**src/rtl/cla_adder_pipe.sv**
```systemverilog
// ---------------------------------------------------------------------------
// cla_adder_pipe
//
// Pipelined carry-lookahead adder/subtractor. The WIDTH-bit operands are cut
// into NB = WIDTH/BLK lookahead blocks, and each pipeline stage resolves one
// block. The carry out of block k is registered and becomes the carry in of
// block k+1 in the next stage. Operand bits that have not been used yet move
// forward with the beat, and so do the finished low-order sum bits.
// Both the input and the output side use a valid/ready handshake.
//
// Parameters
//   WIDTH      operand/result width; must be a multiple of BLK
//   BLK        bits per lookahead block (one block per stage)
//
// Ports
//   clk        rising-edge clock
//   rst        asynchronous reset, active-high
//   in_valid   operand beat offered
//   in_ready   block accepts a beat this cycle
//   x, y       operands A and B
//   sub        0: x + y + cin, 1: x + ~y + 1 (cin ignored)
//   cin        carry in, add mode only
//   out_valid  result beat available
//   out_ready  downstream accepts result
//   sum        result, modulo 2^WIDTH
//   cout       carry out of the MSB (subtract: 1 = no borrow)
//
// Optional build macro CLA_PIPE_FLAGS_EN adds three outputs, each registered
// together with sum:
//   ovf        signed overflow (carry into MSB xor carry out)
//   zero       sum == 0, built up as the AND of each block's zero test
//   neg        sum[WIDTH-1]
// ---------------------------------------------------------------------------
module cla_adder_pipe #(
    parameter int WIDTH = 16,
    parameter int BLK   = 4
) (
    input  logic             clk,
    input  logic             rst,
    input  logic             in_valid,
    output logic             in_ready,
    input  logic [WIDTH-1:0] x,
    input  logic [WIDTH-1:0] y,
    input  logic             sub,
    input  logic             cin,
    output logic             out_valid,
    input  logic             out_ready,
    output logic [WIDTH-1:0] sum,
    output logic             cout
`ifdef CLA_PIPE_FLAGS_EN
    ,
    output logic             ovf,
    output logic             zero,
    output logic             neg
`endif
);

    localparam int NB = WIDTH / BLK;

    // Expanded lookahead carries into bits 0..BLK-1 of one block:
    // c[i] = g[i-1] | p[i-1]g[i-2] | ... | p[i-1]..p[0]c0
    function automatic logic [BLK-1:0] lookahead(input logic [BLK-1:0] p,
                                                 input logic [BLK-1:0] g,
                                                 input logic           c0);
        logic [BLK-1:0] c;
        logic           term;
        c    = '0;
        c[0] = c0;
        for (int i = 1; i < BLK; i++) begin
            term = c0;
            for (int m = 0; m < i; m++) term = term & p[m];
            c[i] = term;
            for (int j = 0; j < i; j++) begin
                term = g[j];
                for (int m = j + 1; m < i; m++) term = term & p[m];
                c[i] = c[i] | term;
            end
        end
        return c;
    endfunction

    // Block generate: G = g[BLK-1] | p[BLK-1]g[BLK-2] | ... | p[BLK-1..1]g[0]
    function automatic logic block_gen(input logic [BLK-1:0] p,
                                       input logic [BLK-1:0] g);
        logic acc;
        logic term;
        acc = 1'b0;
        for (int i = 0; i < BLK; i++) begin
            term = g[i];
            for (int m = i + 1; m < BLK; m++) term = term & p[m];
            acc = acc | term;
        end
        return acc;
    endfunction

    logic [NB-1:0] v;
    logic [NB-1:0] adv;

    genvar k;
    generate
        for (k = 0; k < NB; k++) begin : stage
            localparam int LO  = k * BLK;
            localparam int REM = WIDTH - LO;

            logic [REM-1:0]      x_in;
            logic [REM-1:0]      y_in;
            logic                c_in;
            logic                v_in;
            logic [LO+BLK-1:0]   s_next;
            logic [BLK-1:0]      p;
            logic [BLK-1:0]      g;
            logic [BLK-1:0]      car;
            logic [BLK-1:0]      blk_sum;
            logic                blk_g;
            logic                blk_p;
            logic                blk_c;
            logic                v_q;
            logic                c_q;
            logic [LO+BLK-1:0]   s_q;

            // Subtraction is folded in at the front: y is inverted once and the
            // block 0 carry-in is forced high, so later stages only ever add.
            if (k == 0) begin : g_src
                assign x_in   = x;
                assign y_in   = sub ? ~y : y;
                assign c_in   = sub | cin;
                assign v_in   = in_valid;
                assign s_next = blk_sum;
            end else begin : g_src
                assign x_in   = stage[k-1].g_skew.x_q;
                assign y_in   = stage[k-1].g_skew.y_q;
                assign c_in   = stage[k-1].c_q;
                assign v_in   = stage[k-1].v_q;
                assign s_next = {blk_sum, stage[k-1].s_q};
            end

            assign p       = x_in[BLK-1:0] ^ y_in[BLK-1:0];
            assign g       = x_in[BLK-1:0] & y_in[BLK-1:0];
            assign car     = lookahead(p, g, c_in);
            assign blk_sum = p ^ car;
            assign blk_g   = block_gen(p, g);
            assign blk_p   = &p;
            assign blk_c   = blk_g | (blk_p & c_in);

            // A stage may move when it, or any stage after it, is empty, or when
            // the sink takes the result. Writing it this way keeps in_ready a
            // flat function of out_ready and the valid bits.
            assign v[k]   = v_q;
            assign adv[k] = out_ready | ~(&v[NB-1:k]);

            always_ff @(posedge clk or posedge rst) begin
                if (rst) begin
                    v_q <= 1'b0;
                    c_q <= 1'b0;
                    s_q <= '0;
                end else if (adv[k]) begin
                    v_q <= v_in;
                    if (v_in) begin
                        c_q <= blk_c;
                        s_q <= s_next;
                    end
                end
            end

            // Operand bits that later stages still need ride along with the beat.
            if (k < NB - 1) begin : g_skew
                logic [REM-BLK-1:0] x_q;
                logic [REM-BLK-1:0] y_q;
                always_ff @(posedge clk or posedge rst) begin
                    if (rst) begin
                        x_q <= '0;
                        y_q <= '0;
                    end else if (adv[k] && v_in) begin
                        x_q <= x_in[REM-1:BLK];
                        y_q <= y_in[REM-1:BLK];
                    end
                end
            end

`ifdef CLA_PIPE_FLAGS_EN
            logic z_in;
            logic z_q;

            if (k == 0) begin : g_zsrc
                assign z_in = 1'b1;
            end else begin : g_zsrc
                assign z_in = stage[k-1].z_q;
            end

            always_ff @(posedge clk or posedge rst) begin
                if (rst) begin
                    z_q <= 1'b0;
                end else if (adv[k] && v_in) begin
                    z_q <= z_in & ~(|blk_sum);
                end
            end

            // Only the top block can see the carry into the MSB.
            if (k == NB - 1) begin : g_ovf
                logic o_q;
                always_ff @(posedge clk or posedge rst) begin
                    if (rst) begin
                        o_q <= 1'b0;
                    end else if (adv[k] && v_in) begin
                        o_q <= car[BLK-1] ^ blk_c;
                    end
                end
            end
`endif
        end
    endgenerate

    assign in_ready  = adv[0];
    assign out_valid = v[NB-1];
    assign sum       = stage[NB-1].s_q;
    assign cout      = stage[NB-1].c_q;

`ifdef CLA_PIPE_FLAGS_EN
    assign ovf  = stage[NB-1].g_ovf.o_q;
    assign zero = stage[NB-1].z_q;
    assign neg  = stage[NB-1].s_q[WIDTH-1];
`endif

endmodule

```
**config.mk**
```make
export PLATFORM = sky130hd
export DESIGN_NAME = cla_adder_pipe
export DESIGN_NICKNAME = d
export VERILOG_FILES = /design/src/rtl/cla_adder_pipe.sv
export SDC_FILE = /design/constraint.sdc
export NUM_CORES = 1
export LEC_CHECK = 0
export ABC_AREA = 1
export CAP_MARGIN = 20
export CORE_ASPECT_RATIO = 0.7
export CORE_UTILIZATION = 35
export DETAILED_ROUTE_END_ITERATION = 10
export HOLD_SLACK_MARGIN = 0.03
export PLACE_DENSITY = 0.57
export SLEW_MARGIN = 30
export SYNTH_ARGS = -nofsm -noshare
export SYNTH_HDL_FRONTEND = slang
export SYNTH_SLANG_ARGS = --single-unit
```
**constraint.sdc**
```tcl
create_clock -name clk -period 5.2 [get_ports clk]
set_input_delay 1.56 -clock clk [delete_from_list [all_inputs] [get_ports clk]]
set_output_delay 1.56 -clock clk [all_outputs]
set_load 0.02 [all_outputs]
```
==> impl_metrics.json <==
{
  "grt_pass1_wl_um": 15000,
  "core_area_um2": 12500,
  "dp_cells": 701,
  "p_sw_share_pct": 35.3,
  "clock_sinks": 96,
  "slowest_stage": "clkdlybuf4s50_1",
  "worstPathCellList": "clkdlybuf4s50_1 -> inv_2 -> nand3_2 -> clkdlybuf4s50_1",
  "wl_per_cell_um": 11.9,
  "tightest_slew_ns": 0.807,
  "switchingPower_w": 0.00102,
  "layout_setup_ws_ns": 0.865,
  "cts_tree": "yes",
  "fin_crit_ns": 4.33,
  "syn_avg_cell_area_um2": 9.09,
  "relSlewSlack_pct": 46.0,
  "reg2reg_from": "stage[0].v_q",
  "maxSlewViolCount": 0,
  "post-route-util_pct": 44.0,
  "antenna_found_initial": 0,
  "leakage_nw": 2.69,
  "clkLatencyLatePin_ns": 0.34,
  "hold_path_end": "stage[1].s_q[1]",
  "setup_viol": 0,
  "first_global_vias": 3091,
  "synth_cell_type_count": 29,
  "syn_nets": 560,
  "clockBufferDepth": 2,
  "initial_core_util_pct": 36.2,
  "grt_max_degree": 58,
  "clkPwrFrac_pct": 24.7,
  "placementRows": 34,
  "layout_commonest_cell": "nand2_1",
  "power_frac_seq_pct": 40.5,
  "place_hpwl_um": 6280,
  "fmax_mhz": 231,
  "critPathMaxStageDelay_ns": 0.61,
  "hold_depth": 2,
  "cap_violations": 0,
  "h-tree-depth": 3,
  "rr_worst_depth": 7,
  "synth_area_um2": 4530,
  "grtUsageTotal_pct": 14.4,
  "cp-start-kind": "input port",
  "fp.dieW_um": 138,
  "cp.arrival_ns": 2.77,
  "fin_cells": 717,
  "io_pins": 57,
  "port_buffers": 56,
  "hold_viol": 0,
  "r2r-end": "stage[0].g_skew.x_q[5]",
  "via_count": 3181,
  "cp_common_cell": "clkdlybuf4s50_1",
  "worst-setup-path-type": "input port to output pin",
  "final_cell_mix": "nand2_1 (179), dfrtp_1 (96), clkdlybuf4s50_1 (56), inv_1 (49), o21ai_0 (48)",
  "status": "finished, final reports clean",
  "ys_warn_count": 0,
  "fin_tns_setup_ns": 0,
  "diodes": 0,
  "fillers": 1226,
  "avgViaCountPerCell": 4.44,
  "hold_start": "stage[0].s_q[1]",
  "end_kind": "output pin",
  "syn_inst": 498,
  "fin_skew_ns": 0.00398,
  "rsz0062_at_grt": "false",
  "cts.clk_slew.worst_paths_ns": 0.06,
  "p_per_area_nw_per_um2": 527,
  "ys_ff_latch": 96,
  "cts_made_buffers": 9,
  "yosysSeqAreaShare_pct": 53.1,
  "die_h_um": 97.2,
  "cp_max_fo": 3,
  "dp_slack_ns": 0.862,
  "hold_buffers": 0,
  "rrSetupSlack_ns": 3.14,
  "internal-power_w": 0.00188,
  "post_cts_buffers": 0,
  "hp-class": "register to register",
  "required_ns": 3.64,
  "first_pass_iters": 5,
  "gp_congestion": 0.787,
  "drive_gt1_share_pct": 5.77,
  "peakVddDrop_uv": 255,
  "dieArea_um2": 13400,
  "grt_overflow": 0,
  "root_buffer": "clkbuf_16",
  "pwr-share-comb_pct": 34.8,
  "syn_to_final_growth_pct": 21.6,
  "post_cts_resized": 0,
  "wl_um": 8560,
  "layout.nets": 612,
  "finalCritPeriodShare_pct": 83.4,
  "ant_nets": 0,
  "drt_iter0_markers": 143,
  "drc": 0
}
## final cells by class
type                    count  area [um2]  area share (%)
flip-flops and latches     96        2400            43.6
inverters                  52         203            3.68
multi-input cells         331        1780            32.3
clock buffers              11         253            4.59
well taps                 162         203            3.68
clock inverters             5        78.8            1.43
repair buffers             60         591            10.7
## critical path: cells and delay by family
kind	cells	cell delay [ns]
buf+inv	3	1.13
simple gates	1	0.09
## cell usage after synthesis, drive strengths merged
library cell	n	share of area, %
a21oi	2	0.22
a31oi	1	0.14
buf	15	3.0
clkbuf	4	0.33
dfrtp	96	53
fa	4	1.8
ha	20	5.5
inv	52	4.4
nand2	183	16
nand3	13	1.5
nand3b	3	0.50
nand4	10	1.4
nor2	10	1.2
o21ai	60	6.8
o21bai	3	0.50
o22ai	1	0.14
xnor2	15	2.9
xor2	6	1.2
## metrics by stage
stage	hold WS, ns	power (W)	cell area [um2]
3_5_place_dp	0.459	0.00220	5170
6_report	0.474	0.00290	5510
5_1_grt	0.500	0.00314	5510
4_1_cts	0.476	0.00293	5510
3_3_place_gp	0.458	0.00217	5170
2_1_floorplan	0.442	0.00188	4530
## sequential cells by signal (all words and copies together) (netlist names)
signal and cells:
stage.s_q 24, cout 1, sum 16, stage.g_skew.y_q 24, out_valid 1, stage.c_q 3, stage.g_skew.x_q 24, stage.v_q 3
## power groups by stage
stage / logic [W] / clock network (W) / registers (W)
2_1_floorplan: 0.000657 / 0 / 0.00122
5_1_grt: 0.00116 / 0.000771 / 0.00121
3_5_place_dp: 0.00101 / 0 / 0.00119
6_report: 0.00101 / 0.000717 / 0.00117
3_3_place_gp: 0.000989 / 0 / 0.00118
4_1_cts: 0.00102 / 0.000735 / 0.00118
## logic make-up after synthesis
family / count (synthesis) / synth area share, %
flops: 96 / 53.1
compound gates: 67 / 7.79
simple gates: 219 / 20.1
fa+ha+maj: 24 / 7.29
buf+inv: 71 / 7.71
xor+xnor: 21 / 4.06
## worst max path at each step
stage | slack, ns | to | depth (start not counted) | startpoint
finish | 0.87 | in_ready | 4 | out_ready
global route | 0.81 | in_ready | 4 | out_ready
CTS | 0.86 | in_ready | 4 | out_ready
detailed placement | 0.86 | in_ready | 4 | out_ready
global placement | 0.86 | in_ready | 4 | out_ready
floorplan | 1.13 | cout | 1 | rst
## per-layer routing
layer / wire length [um] / up-vias / global-route usage, %
met5: 0 / - / 0
met4: 108 / 0 / 4.01
met3: 364 / 8 / 4.12
met2: 3310 / 67 / 19.1
met1: 4780 / 1430 / 22.2
li1: - / 1676 / -
Power figures use the tool's default switching activity.
